==> src/rtl/spi_cs_sequencer.sv <==
// spi_cs_sequencer
// Clocked chip-select sequencer. It decodes a binary slave index into
// NUM_OUT_LINES active-low chip selects and enforces CS-to-SCLK setup,
// SCLK-to-CS hold and a minimum all-deselected gap between transactions.
//
// Ports:
//   clk                  block clock, rising edge
//   rst                  asynchronous active-high reset
//   spi_select           binary slave index, sampled only in IDLE
//   spi_master_active_n  master transaction request, active-low
//   spi_csn              registered chip selects, active-low, at most one low
//   cs_ready             registered, high only in ACTIVE (master may clock SCLK)
//   busy                 registered, high in every state except IDLE
//   sel_err              (SPI_CS_SEQ_ERR_EN only) sticky out-of-range select flag
//   err_clr              (SPI_CS_SEQ_ERR_EN only) clears sel_err; a new error wins
//
// Optional feature macro: SPI_CS_SEQ_ERR_EN. When defined, an out-of-range
// select sets sel_err and goes straight to GAP without granting cs_ready.
// When undefined, an out-of-range select runs the full sequence with no CSn low.

module spi_cs_sequencer #(
    parameter int unsigned NUM_OUT_LINES = 8,
    parameter int unsigned SEL_WIDTH     = 3,
    parameter int unsigned SETUP_CYCLES  = 2,
    parameter int unsigned HOLD_CYCLES   = 2,
    parameter int unsigned GAP_CYCLES    = 4
) (
    input  logic                     clk,
    input  logic                     rst,
    input  logic [SEL_WIDTH-1:0]     spi_select,
    input  logic                     spi_master_active_n,
`ifdef SPI_CS_SEQ_ERR_EN
    output logic                     sel_err,
    input  logic                     err_clr,
`endif
    output logic [NUM_OUT_LINES-1:0] spi_csn,
    output logic                     cs_ready,
    output logic                     busy
);

    localparam int unsigned MAX_SH  = (SETUP_CYCLES > HOLD_CYCLES) ? SETUP_CYCLES : HOLD_CYCLES;
    localparam int unsigned MAX_CYC = (MAX_SH > GAP_CYCLES) ? MAX_SH : GAP_CYCLES;
    localparam int unsigned CNT_W   = $clog2(((MAX_CYC > 0) ? MAX_CYC : 1) + 1);

    // Counters load N-1 on entry and the state exits on the edge that sees zero,
    // so each timed state lasts exactly N cycles.
    localparam logic [CNT_W-1:0] SETUP_LD = CNT_W'((SETUP_CYCLES > 0) ? SETUP_CYCLES - 1 : 0);
    localparam logic [CNT_W-1:0] HOLD_LD  = CNT_W'((HOLD_CYCLES  > 0) ? HOLD_CYCLES  - 1 : 0);
    localparam logic [CNT_W-1:0] GAP_LD   = CNT_W'((GAP_CYCLES   > 0) ? GAP_CYCLES   - 1 : 0);

    typedef enum logic [2:0] {
        S_IDLE,
        S_SETUP,
        S_ACTIVE,
        S_HOLD,
        S_GAP
    } state_t;

    // Where a deselect lands: GAP, or straight back to IDLE when no gap is required.
    localparam state_t GAP_NEXT = (GAP_CYCLES != 0) ? S_GAP : S_IDLE;
    localparam logic   GAP_BUSY = (GAP_CYCLES != 0) ? 1'b1 : 1'b0;

    state_t               state;
    logic [CNT_W-1:0]     cnt;
    logic [SEL_WIDTH-1:0] sel_q;
    logic [NUM_OUT_LINES-1:0] sel_csn_c;

    // One-cold decode of the incoming select; out-of-range indices decode to all high.
    always_comb begin
        sel_csn_c = '1;
        for (int unsigned i = 0; i < NUM_OUT_LINES; i++) begin
            sel_csn_c[i] = (SEL_WIDTH'(i) != spi_select);
        end
    end

`ifdef SPI_CS_SEQ_ERR_EN
    logic sel_ok_c;

    // Select range check; widened by one bit so NUM_OUT_LINES = 2**SEL_WIDTH fits.
    assign sel_ok_c = ({1'b0, spi_select} < (SEL_WIDTH + 1)'(NUM_OUT_LINES));
`endif

    // Sequencer state, timing counter and registered outputs.
    always_ff @(posedge clk or posedge rst) begin
        if (rst) begin
            state    <= S_IDLE;
            cnt      <= '0;
            sel_q    <= '0;
            spi_csn  <= '1;
            cs_ready <= 1'b0;
            busy     <= 1'b0;
`ifdef SPI_CS_SEQ_ERR_EN
            sel_err  <= 1'b0;
`endif
        end else begin
`ifdef SPI_CS_SEQ_ERR_EN
            // Clear first so a same-edge error set below takes precedence.
            if (err_clr) begin
                sel_err <= 1'b0;
            end
`endif
            case (state)
                S_IDLE: begin
                    if (!spi_master_active_n) begin
                        sel_q <= spi_select;
                        busy  <= 1'b1;
`ifdef SPI_CS_SEQ_ERR_EN
                        if (!sel_ok_c) begin
                            sel_err <= 1'b1;
                            state   <= GAP_NEXT;
                            cnt     <= GAP_LD;
                            busy    <= GAP_BUSY;
                        end else
`endif
                        if (SETUP_CYCLES != 0) begin
                            state   <= S_SETUP;
                            cnt     <= SETUP_LD;
                            spi_csn <= sel_csn_c;
                        end else begin
                            state    <= S_ACTIVE;
                            cs_ready <= 1'b1;
                            spi_csn  <= sel_csn_c;
                        end
                    end
                end

                S_SETUP: begin
                    // A release during setup aborts: deselect now, skip HOLD.
                    if (spi_master_active_n) begin
                        state   <= GAP_NEXT;
                        cnt     <= GAP_LD;
                        busy    <= GAP_BUSY;
                        spi_csn <= '1;
                    end else if (cnt == '0) begin
                        state    <= S_ACTIVE;
                        cs_ready <= 1'b1;
                    end else begin
                        cnt <= cnt - CNT_W'(1);
                    end
                end

                S_ACTIVE: begin
                    if (spi_master_active_n) begin
                        cs_ready <= 1'b0;
                        if (HOLD_CYCLES != 0) begin
                            state <= S_HOLD;
                            cnt   <= HOLD_LD;
                        end else begin
                            state   <= GAP_NEXT;
                            cnt     <= GAP_LD;
                            busy    <= GAP_BUSY;
                            spi_csn <= '1;
                        end
                    end
                end

                S_HOLD: begin
                    if (cnt == '0) begin
                        state   <= GAP_NEXT;
                        cnt     <= GAP_LD;
                        busy    <= GAP_BUSY;
                        spi_csn <= '1;
                    end else begin
                        cnt <= cnt - CNT_W'(1);
                    end
                end

                S_GAP: begin
                    // Requests are ignored here; a held request is seen in IDLE.
                    if (cnt == '0) begin
                        state <= S_IDLE;
                        busy  <= 1'b0;
                    end else begin
                        cnt <= cnt - CNT_W'(1);
                    end
                end

                default: begin
                    state    <= S_IDLE;
                    cnt      <= '0;
                    spi_csn  <= '1;
                    cs_ready <= 1'b0;
                    busy     <= 1'b0;
                end
            endcase
        end
    end

endmodule

==> config.mk <==
export PLATFORM = sky130hd
export DESIGN_NAME = spi_cs_sequencer
export DESIGN_NICKNAME = d
export VERILOG_FILES = /design/src/rtl/spi_cs_sequencer.sv
export SDC_FILE = /design/constraint.sdc
export NUM_CORES = 1
export LEC_CHECK = 0
export BUFFER_PORTS_ARGS = -buffer_cell sky130_fd_sc_hd__buf_2
export CORE_MARGIN = 8
export CORE_UTILIZATION = 40
export DETAILED_ROUTE_END_ITERATION = 12
export GPL_ROUTABILITY_DRIVEN = 0
export GPL_TIMING_DRIVEN = 0
export SLEW_MARGIN = 30
export SYNTH_ARGS = -nofsm -noshare
export SYNTH_HDL_FRONTEND = slang
export SYNTH_SLANG_ARGS = --single-unit
==> constraint.sdc <==
create_clock -name clk -period 1.9 [get_ports clk]
set_input_delay 0.19 -clock clk [delete_from_list [all_inputs] [get_ports clk]]
set_output_delay 0.19 -clock clk [all_outputs]
set_load 0.005 [all_outputs]
Word level (Yosys, flattened, before mapping)
Index checks and enable logic that the tools add are counted.

Add/sub/neg operators: 1. Order comparisons: 0. Equal/unequal tests: 19. Shift operators: 0. Reduce and logical (&&, ||, !) cells: 10. $mul: 0. Bitwise logic cells: 3. Div/mod/pow operators: 0. Mux-type cells: 24.

Operators with widths (number): $pmux 8 s4 (1); $mux 3 (10); $pmux 3 s5 (2); $mux 8 (3); $ne 2x2->1 const B (7); $ne 3x3->1 const A (4); $reduce_and 5->1 (2); $reduce_and 4->1 (2); $eq 3x2->1 const B (2); $logic_not 3->1 (2); $mux 1 (6); $ne 2x3->1 const A (2); $pmux 1 s5 (1); $eq 3x1->1 const B (1); $eq 3x3->1 const B (1); $ne 1x3->1 const A (1); $ne 3x3->1 const B (1); $not 1->1 (3); $pmux 1 s3 (1); $reduce_bool 3->1 (1); $reduce_or 3->1 (1); $sub 3x1->3 const B (1); $reduce_and 2->1 (1); $reduce_or 2->1 (1).

Input port bits: 6. Latch bits: 0. Register bits: 16. Memories kept: 0. Memory bits (read-only): 0. Logic and storage cells: 62. Output and inout port bits: 10. RAM bits: 0.

Longest topological paths before layout
Gate-level depths: netlist of the first run.

Depth after elaboration: 4. Gate-level depth with buffers: 7. Depth with buffers taken out: 7.

Worst setup path after synthesis of the first run
Ideal clock, no wire load.

Path type: reg-to-reg. From: register cnt[1]. To: register cnt[0]. Library setup time: 119 ps. Arrival: 1433 ps. Data required time: 1781 ps. Period minus slack after synthesis: 1552 ps. Slack: 348 ps. Buffers on the path: 0. Cell stages (with the launch flop): 8. Path through: dfrtp_1 -> inv_1 -> ha_1 -> nand2b_1 -> ha_1 -> a31oi_1 -> o22ai_1 -> o21a_1.

Cells in the longest elaborated chain, start to end: 4.

Ends and longest elaborated chain: from (decl) (RTL line 64) `logic [CNT_W-1:0] cnt;`; from (signal assigned) (RTL line 138) `cnt <= cnt - CNT_W'(1);`; from (signal assigned) (RTL line 164) `cnt <= cnt - CNT_W'(1);`; from (signal assigned) (RTL line 174) `cnt <= cnt - CNT_W'(1);`; $logic_not 3->1 * (RTL line 134, 158, 170); $mux 3 (2 in a row); $pmux 3 s5 * (RTL line 102) `case (state)`.

Every way passes the cells marked *; elsewhere a longest branch is shown, timed or not. A chain may end at the register's enable or synchronous reset.

Final worst setup path of the first run
Same ends and word-level chain as after synthesis.

==> impl_metrics.csv, run 1 <==
group,metric,value,unit
critical_path,cpMostUsedCell,"ha_1",
synthesis,synth_seq_cells,16,
global_route,antenna_found_initial,0,
global_route,track_usage,10.4,%
critical_path,critPathMaxStageDelay,420,ps
critical_path,cp_top_family,"adder cells",
critical_path,critPathBufInv,1,
drt,ant_nets,0,
status,status,"finished, final reports clean",
timing,setup-violations-final,0,
final_layout,nNetsFinal,127,
global_route,grt_first_pass_wirelength,3.54,mm
timing,final.setup_skew,8.65,ps
synthesis,ys_types,33,
drt,drc_errors,0,
clocking,cts_resized,0,
critical_path,critPathCaptureType,"flip-flop",
global_route,top_usage_layer,"met2",
timing,tightest_slew,799,ps
timing,post-route-min-period,1750,ps
clocking,postCtsHoldBufs,1,
synthesis,synthesis.nets,107,
timing,hold_violations,0,
final_layout,layout-drive-gt1-share,27.4,%
synthesis,synth_enable_flop_cells,0,
placed_design,port_buffers,14,
global_route,grtUsageMet3,2.96,%
critical_path,worst_ep_required_time,2080,ps
timing,period_share,92.0,%
critical_path,crit_type,"flip-flop to flip-flop",
hold_path,hold_class,"input pin to flip-flop",
floorplan,fp.dieW,64.0,um
synthesis,syn_avg_cell_area,9.41,um^2
clocking,root_buffer,"clkbuf_4",
global_route,grt_overflow,0,
critical_path,path_cells,"inv_1 > ha_1 > nand2b_1 > ha_1 > a31oi_1 > o22ai_1 > o21a_1",
synthesis,synth_top_area_cell,"dfstp_2",
hold_path,min_from,"spi_select[1]",
final_layout,fin_area,1070,um^2
run,cap_viol_max_count,0,
floorplan,pin_count,16,
drt,drtIter0Drc,22,
synthesis,ys.flop_type,"dfstp_2",
pwr,power.total,1.72,mW
synthesis,synthCells,98,
synthesis,syn_area,922,um^2
timing,hold_ws,114,ps
clocking,cts_tree,"built",
critical_path,start_kind,"flip-flop",
critical_path,worstPathMaxFanout,6,
timing,slew_headroom,46.0,%
synthesis,ys_top_cells_by_area,"dfstp_2, dfrtp_1, nor2_1",
synthesis,netlist.area_leader.share,22.8,%
synthesis,async_flop_share,100,%
synthesis,yosysWarnings,0,
timing,max_freq,572,MHz
drt,wire_per_inst,14.3,um
floorplan,rows,17,
pwr,p_leak,0.434,nW
final_layout,area_delta_synth_final,16.4,%
critical_path,r2r_start,"cnt[1]",
critical_path,worstSetupStartpoint,"cnt[1]",
pwr,vdd_drop_max,0.000749,V
clocking,cts.sinks,16,
global_route,grt_start_max_net_pins,17,
pwr,p_per_area,1600,nW/um^2
clocking,h-tree-depth,1,
timing,fin_ws,151,ps
clocking,cts_buffers,3,
placed_design,dp_slack,186,ps
drt,num_vias,807,
drt,vias_per_cell,5.57,
final_layout,antenna-diode-count,0,
floorplan,die_h,64.0,um
timing,rsz0062_at_grt,"no",
critical_path,critPathArrivalTime,1930,ps
placed_design,post_dp_cell_area,1030,um^2
timing,fin_setup_tns,0,ps
global_route,use_met2,15.6,%
critical_path,worst_path_max_delay_cell,"dfrtp_1",
drt,firstDrtPassIters,4,
floorplan,core-area,2190,um^2
clocking,clk_pin_slew,110,ps
placed_design,dp_hpwl,1.57,mm
timing,final_max_slew_viol_count,0,
drt,wl,2.08,mm
clocking,worstSkewPairLatency,290,ps
clocking,cts_buffer_depth,2,
floorplan,die_area,4100,um^2
global_route,grt_pass1_vias,766,
global_route,met1_usage,13.4,%
clocking,post_cts.repair.setup_buffers,0,
floorplan,initial_core_util,42.1,%
synthesis,yosysSeqAreaShare,44.5,%
sequential cells by signal (all words and copies together), names as in the netlist:
register and cells:
busy 1, cs_ready 1, spi_csn 8, state 3, cnt 3
power breakdown:
group	leakage [nW]	switching, mW	internal (mW)	total [mW]
Combinational	0.232	0.503	0.384	0.887
Sequential	0.181	0.102	0.501	0.603
Clock	0.0210	0.114	0.117	0.231
final timing paths:
path,slack [ps],cells after the start,to
hold reg to reg,490,1,busy
hold / removal,110,2,spi_csn[7]
setup / recovery,150,7,cnt[0]
setup reg to reg,150,7,cnt[0]
max in group asynchronous,970,3,state[1]
min in group asynchronous,510,3,state[0]
worst register-to-register path, cell delays in order, from the launching register on:
cell and delay [ps]:
dfrtp_1 420, inv_1 100, ha_1 220, nand2b_1 160, ha_1 330, a31oi_1 180, o22ai_1 100, o21a_1 120
layout by cell type, fill, tap and decap left out, types with 3 or more instances in the layout:
master,Yosys,layout
a31oi_1,8,8
clkbuf_4,0,3
nor2_1,14,14
a211oi_1,3,3
nor2b_1,3,3
dfrtp_1,8,8
dfstp_2,8,8
a21oi_1,5,5
nand2_1,6,6
clkbuf_1,3,3
buf_2,2,16
inv_1,4,4
nand2b_1,3,3
nand3b_1,4,4
ha_1,3,3
layer usage:
metal | vias to the layer above | part of all wire (%)
li1 | 404 | -
met5 | - | 0
met1 | 377 | 47
met2 | 24 | 46
met3 | 2 | 5.7
met4 | 0 | 0.67
Yosys cell counts, types with 3 or more instances:
cell,count
nor2_1,14
a31oi_1,8
dfrtp_1,8
dfstp_2,8
nand2_1,6
a21oi_1,5
inv_1,4
nand3b_1,4
a211oi_1,3
clkbuf_1,3
ha_1,3
nand2b_1,3
nor2b_1,3
stage by stage:
| step | instances | util (%) |
|---|---|---|
| floorplan | 98 | - |
| global placement | 140 | 46.9 |
| detailed placement | 140 | 46.9 |
| CTS | 145 | 49.0 |
| global route | 145 | 49.0 |
| finish | 145 | 49.0 |
layout make-up:
class | instances | area [um^2]
timing repair buffer | 15 | 80.1
clock buffer | 4 | 36.3
inverter | 4 | 15.0
tap | 28 | 35.0
buffer | 6 | 32.5
fill | 215 | 1120
sequential | 16 | 410
multi-input combinational | 72 | 464
logic make-up after synthesis:
kind of cell	after synthesis	synth area share [%]
adder cells (fa/ha/maj)	3	4.07
AND/OR/NAND/NOR	39	24.2
flip-flops	16	44.5
buffers and inverters	10	5.16
AO/OA/AOI/OAI	30	22.1
No activity file was read; power rests on OpenSTA's default activity.
==> inputs of run 2 (changes only) <==
--- a/config.mk
+++ b/config.mk
@@ -7,10 +7,11 @@
 export LEC_CHECK = 0
 export BUFFER_PORTS_ARGS = -buffer_cell sky130_fd_sc_hd__buf_2
 export CORE_MARGIN = 8
-export CORE_UTILIZATION = 40
+export CORE_UTILIZATION = 57
 export DETAILED_ROUTE_END_ITERATION = 12
 export GPL_ROUTABILITY_DRIVEN = 0
 export GPL_TIMING_DRIVEN = 0
+export PLACE_DENSITY = 0.81
 export SLEW_MARGIN = 30
 export SYNTH_ARGS = -nofsm -noshare
 export SYNTH_HDL_FRONTEND = slang
==> constraint.sdc (replaced) <==
create_clock -name clk -period 2.25 [get_ports clk]
set_input_delay 0.225 -clock clk [delete_from_list [all_inputs] [get_ports clk]]
set_output_delay 0.225 -clock clk [all_outputs]
set_load 0.005 [all_outputs]
==> run 2 against run 1 <==
Sequential cell count did not move. Largest power group unchanged. Power fell by 15%. Sequential power decreased by 15%. Largest cell class unchanged. First-iteration DRC count is 4.5% higher. Hold slack got worse by 120 ps. Clock power shrank 16%. Die area down 23%. Global-route usage increased by 2.8 points. Via count fell by 2.7%. The flow now finishes with violations (hold timing). Fmax fell by 2.8%. Cell area down 2.3%.
==> impl_metrics.csv, run 2 (synthesis results as in run 1) <==
group,metric,value,unit
placed_design,post_dp_cell_area,1010,um^2
placed_design,dp_hpwl,1.54,mm
drt,ant_nets,0,
global_route,grt_start_max_net_pins,17,
final_layout,antenna-diode-count,0,
hold_path,hold_class,"input pin to asynchronous set/reset pin",
pwr,power.total,1.45,mW
pwr,p_leak,0.430,nW
status,violations,"hold timing",
timing,slew_headroom,43.7,%
critical_path,worst_ep_required_time,2430,ps
floorplan,core-area,1510,um^2
floorplan,die_h,56.2,um
clocking,cts_buffers,3,
clocking,postCtsHoldBufs,0,
global_route,track_usage,13.2,%
placed_design,dp_slack,502,ps
critical_path,path_cells,"clkbuf_1 > nor4b_1 > a41oi_1",
critical_path,critPathBufInv,1,
drt,wl,2.03,mm
final_layout,final_util,69.6,%
global_route,grt_overflow,0,
clocking,cts_buffer_depth,2,
final_layout,nFillCells,127,
clocking,h-tree-depth,1,
timing,max_freq,556,MHz
timing,fin_ws,451,ps
clocking,root_buffer,"clkbuf_4",
final_layout,final_common_cell,"buf_2",
final_layout,regMostFlops,"spi_csn",
status,status,"finished with violations",
drt,drtIter0Drc,23,
pwr,p_per_area,1390,nW/um^2
final_layout,largest_reg_flops,8,
clocking,cts_resized,0,
floorplan,rows,14,
timing,hold_violations,8,
final_layout,final_cells,132,
timing,final.setup_skew,1.84,ps
critical_path,critPathCaptureType,"flip-flop",
critical_path,critPathMaxStageDelay,740,ps
clocking,worstSkewPairLatency,290,ps
clocking,clk_pin_slew,90,ps
drt,wire_per_inst,15.4,um
drt,firstDrtPassIters,4,
timing,final_max_slew_viol_count,0,
clocking,post_cts.repair.setup_buffers,0,
final_layout,reg_top3,"spi_csn: 8 flops, cnt: 3 flops, state: 3 flops",
final_layout,mostFrequentLayoutCells,"buf_2, nor2_1, a31oi_1, dfrtp_1, dfstp_2",
floorplan,initial_core_util,61.2,%
timing,rsz0062_at_grt,"no",
critical_path,start_kind,"flip-flop",
placed_design,dp_cells,128,
pwr,vdd_drop_max,0.000836,V
final_layout,layout-drive-gt1-share,27.6,%
drt,vias_per_cell,5.95,
global_route,antenna_found_initial,0,
timing,setup-violations-final,0,
final_layout,fin_area,1050,um^2
global_route,grt_first_pass_wirelength,3.39,mm
critical_path,crit_type,"flip-flop to flip-flop",
clocking,cts.sinks,16,
floorplan,pin_count,16,
critical_path,cp_top_family,"simple AND/OR/NAND/NOR gates",
timing,tightest_slew,833,ps
run,cap_viol_max_count,0,
critical_path,worstPathMaxFanout,10,
global_route,grt_pass1_vias,766,
floorplan,fp.dieW,56.2,um
critical_path,critPathArrivalTime,1980,ps
timing,post-route-min-period,1800,ps
final_layout,nNetsFinal,126,
clocking,cts_tree,"built",
timing,fin_setup_tns,0,ps
timing,hold_ws,-6.51,ps
floorplan,die_area,3160,um^2
final_layout,area_delta_synth_final,13.7,%
placed_design,port_buffers,14,
critical_path,worst_path_max_delay_cell,"nor4b_1",
timing,period_share,80.0,%
drt,drc_errors,0,
drt,num_vias,785,
[run 2: final timing paths]
path / from / endpoint / slack [ps] / depth (start not counted)
worst max register to register: state[1] / spi_csn[7] / 450 / 3
worst min-delay path: rst / state[2] / -7 / 2
min in group clk: spi_select[1] / spi_csn[6] / 160 / 2
worst min register to register: busy / busy / 490 / 1
max in group asynchronous: rst / cs_ready / 1870 / 2
worst max-delay path: state[1] / spi_csn[7] / 450 / 3
[run 2: cell type report]
| class | instances | area [um^2] | area share (%) |
|---|---|---|---|
| repair buffers | 14 | 70.1 | 6.68 |
| plain buffers | 6 | 32.5 | 3.10 |
| flip-flops and latches | 16 | 410 | 39.1 |
| clock buffers | 4 | 36.3 | 3.46 |
| inverters | 4 | 15.0 | 1.43 |
| multi-input cells | 72 | 464 | 44.3 |
| well taps | 16 | 20.0 | 1.91 |
[run 2: routing by layer]
layer,global-route usage [%],wire length (um),vias to the layer above,share of wire (%)
met5,0,0,-,0
li1,-,-,399,-
met3,3.42,86,4,4.2
met1,16.3,989,368,49
met4,6.19,31,0,1.5
met2,20.8,919,14,45
[run 2: worst reg2reg max path: cells and delay by family (launching register included)]
| kind | cells | cell delay, ps |
|---|---|---|
| AOI/OAI and AO/OA | 1 | 240 |
| and+or+nand+nor | 1 | 740 |
| DFF | 1 | 470 |
| buffers and inverters | 1 | 240 |
[run 2: report_power, final]
part	total [mW]	leakage, nW	internal [mW]	switching [mW]
Combinational	0.750	0.228	0.325	0.426
Clock	0.193	0.0210	0.0986	0.0941
Sequential	0.511	0.181	0.424	0.0877
Total	1.45	0.430	0.847	0.607
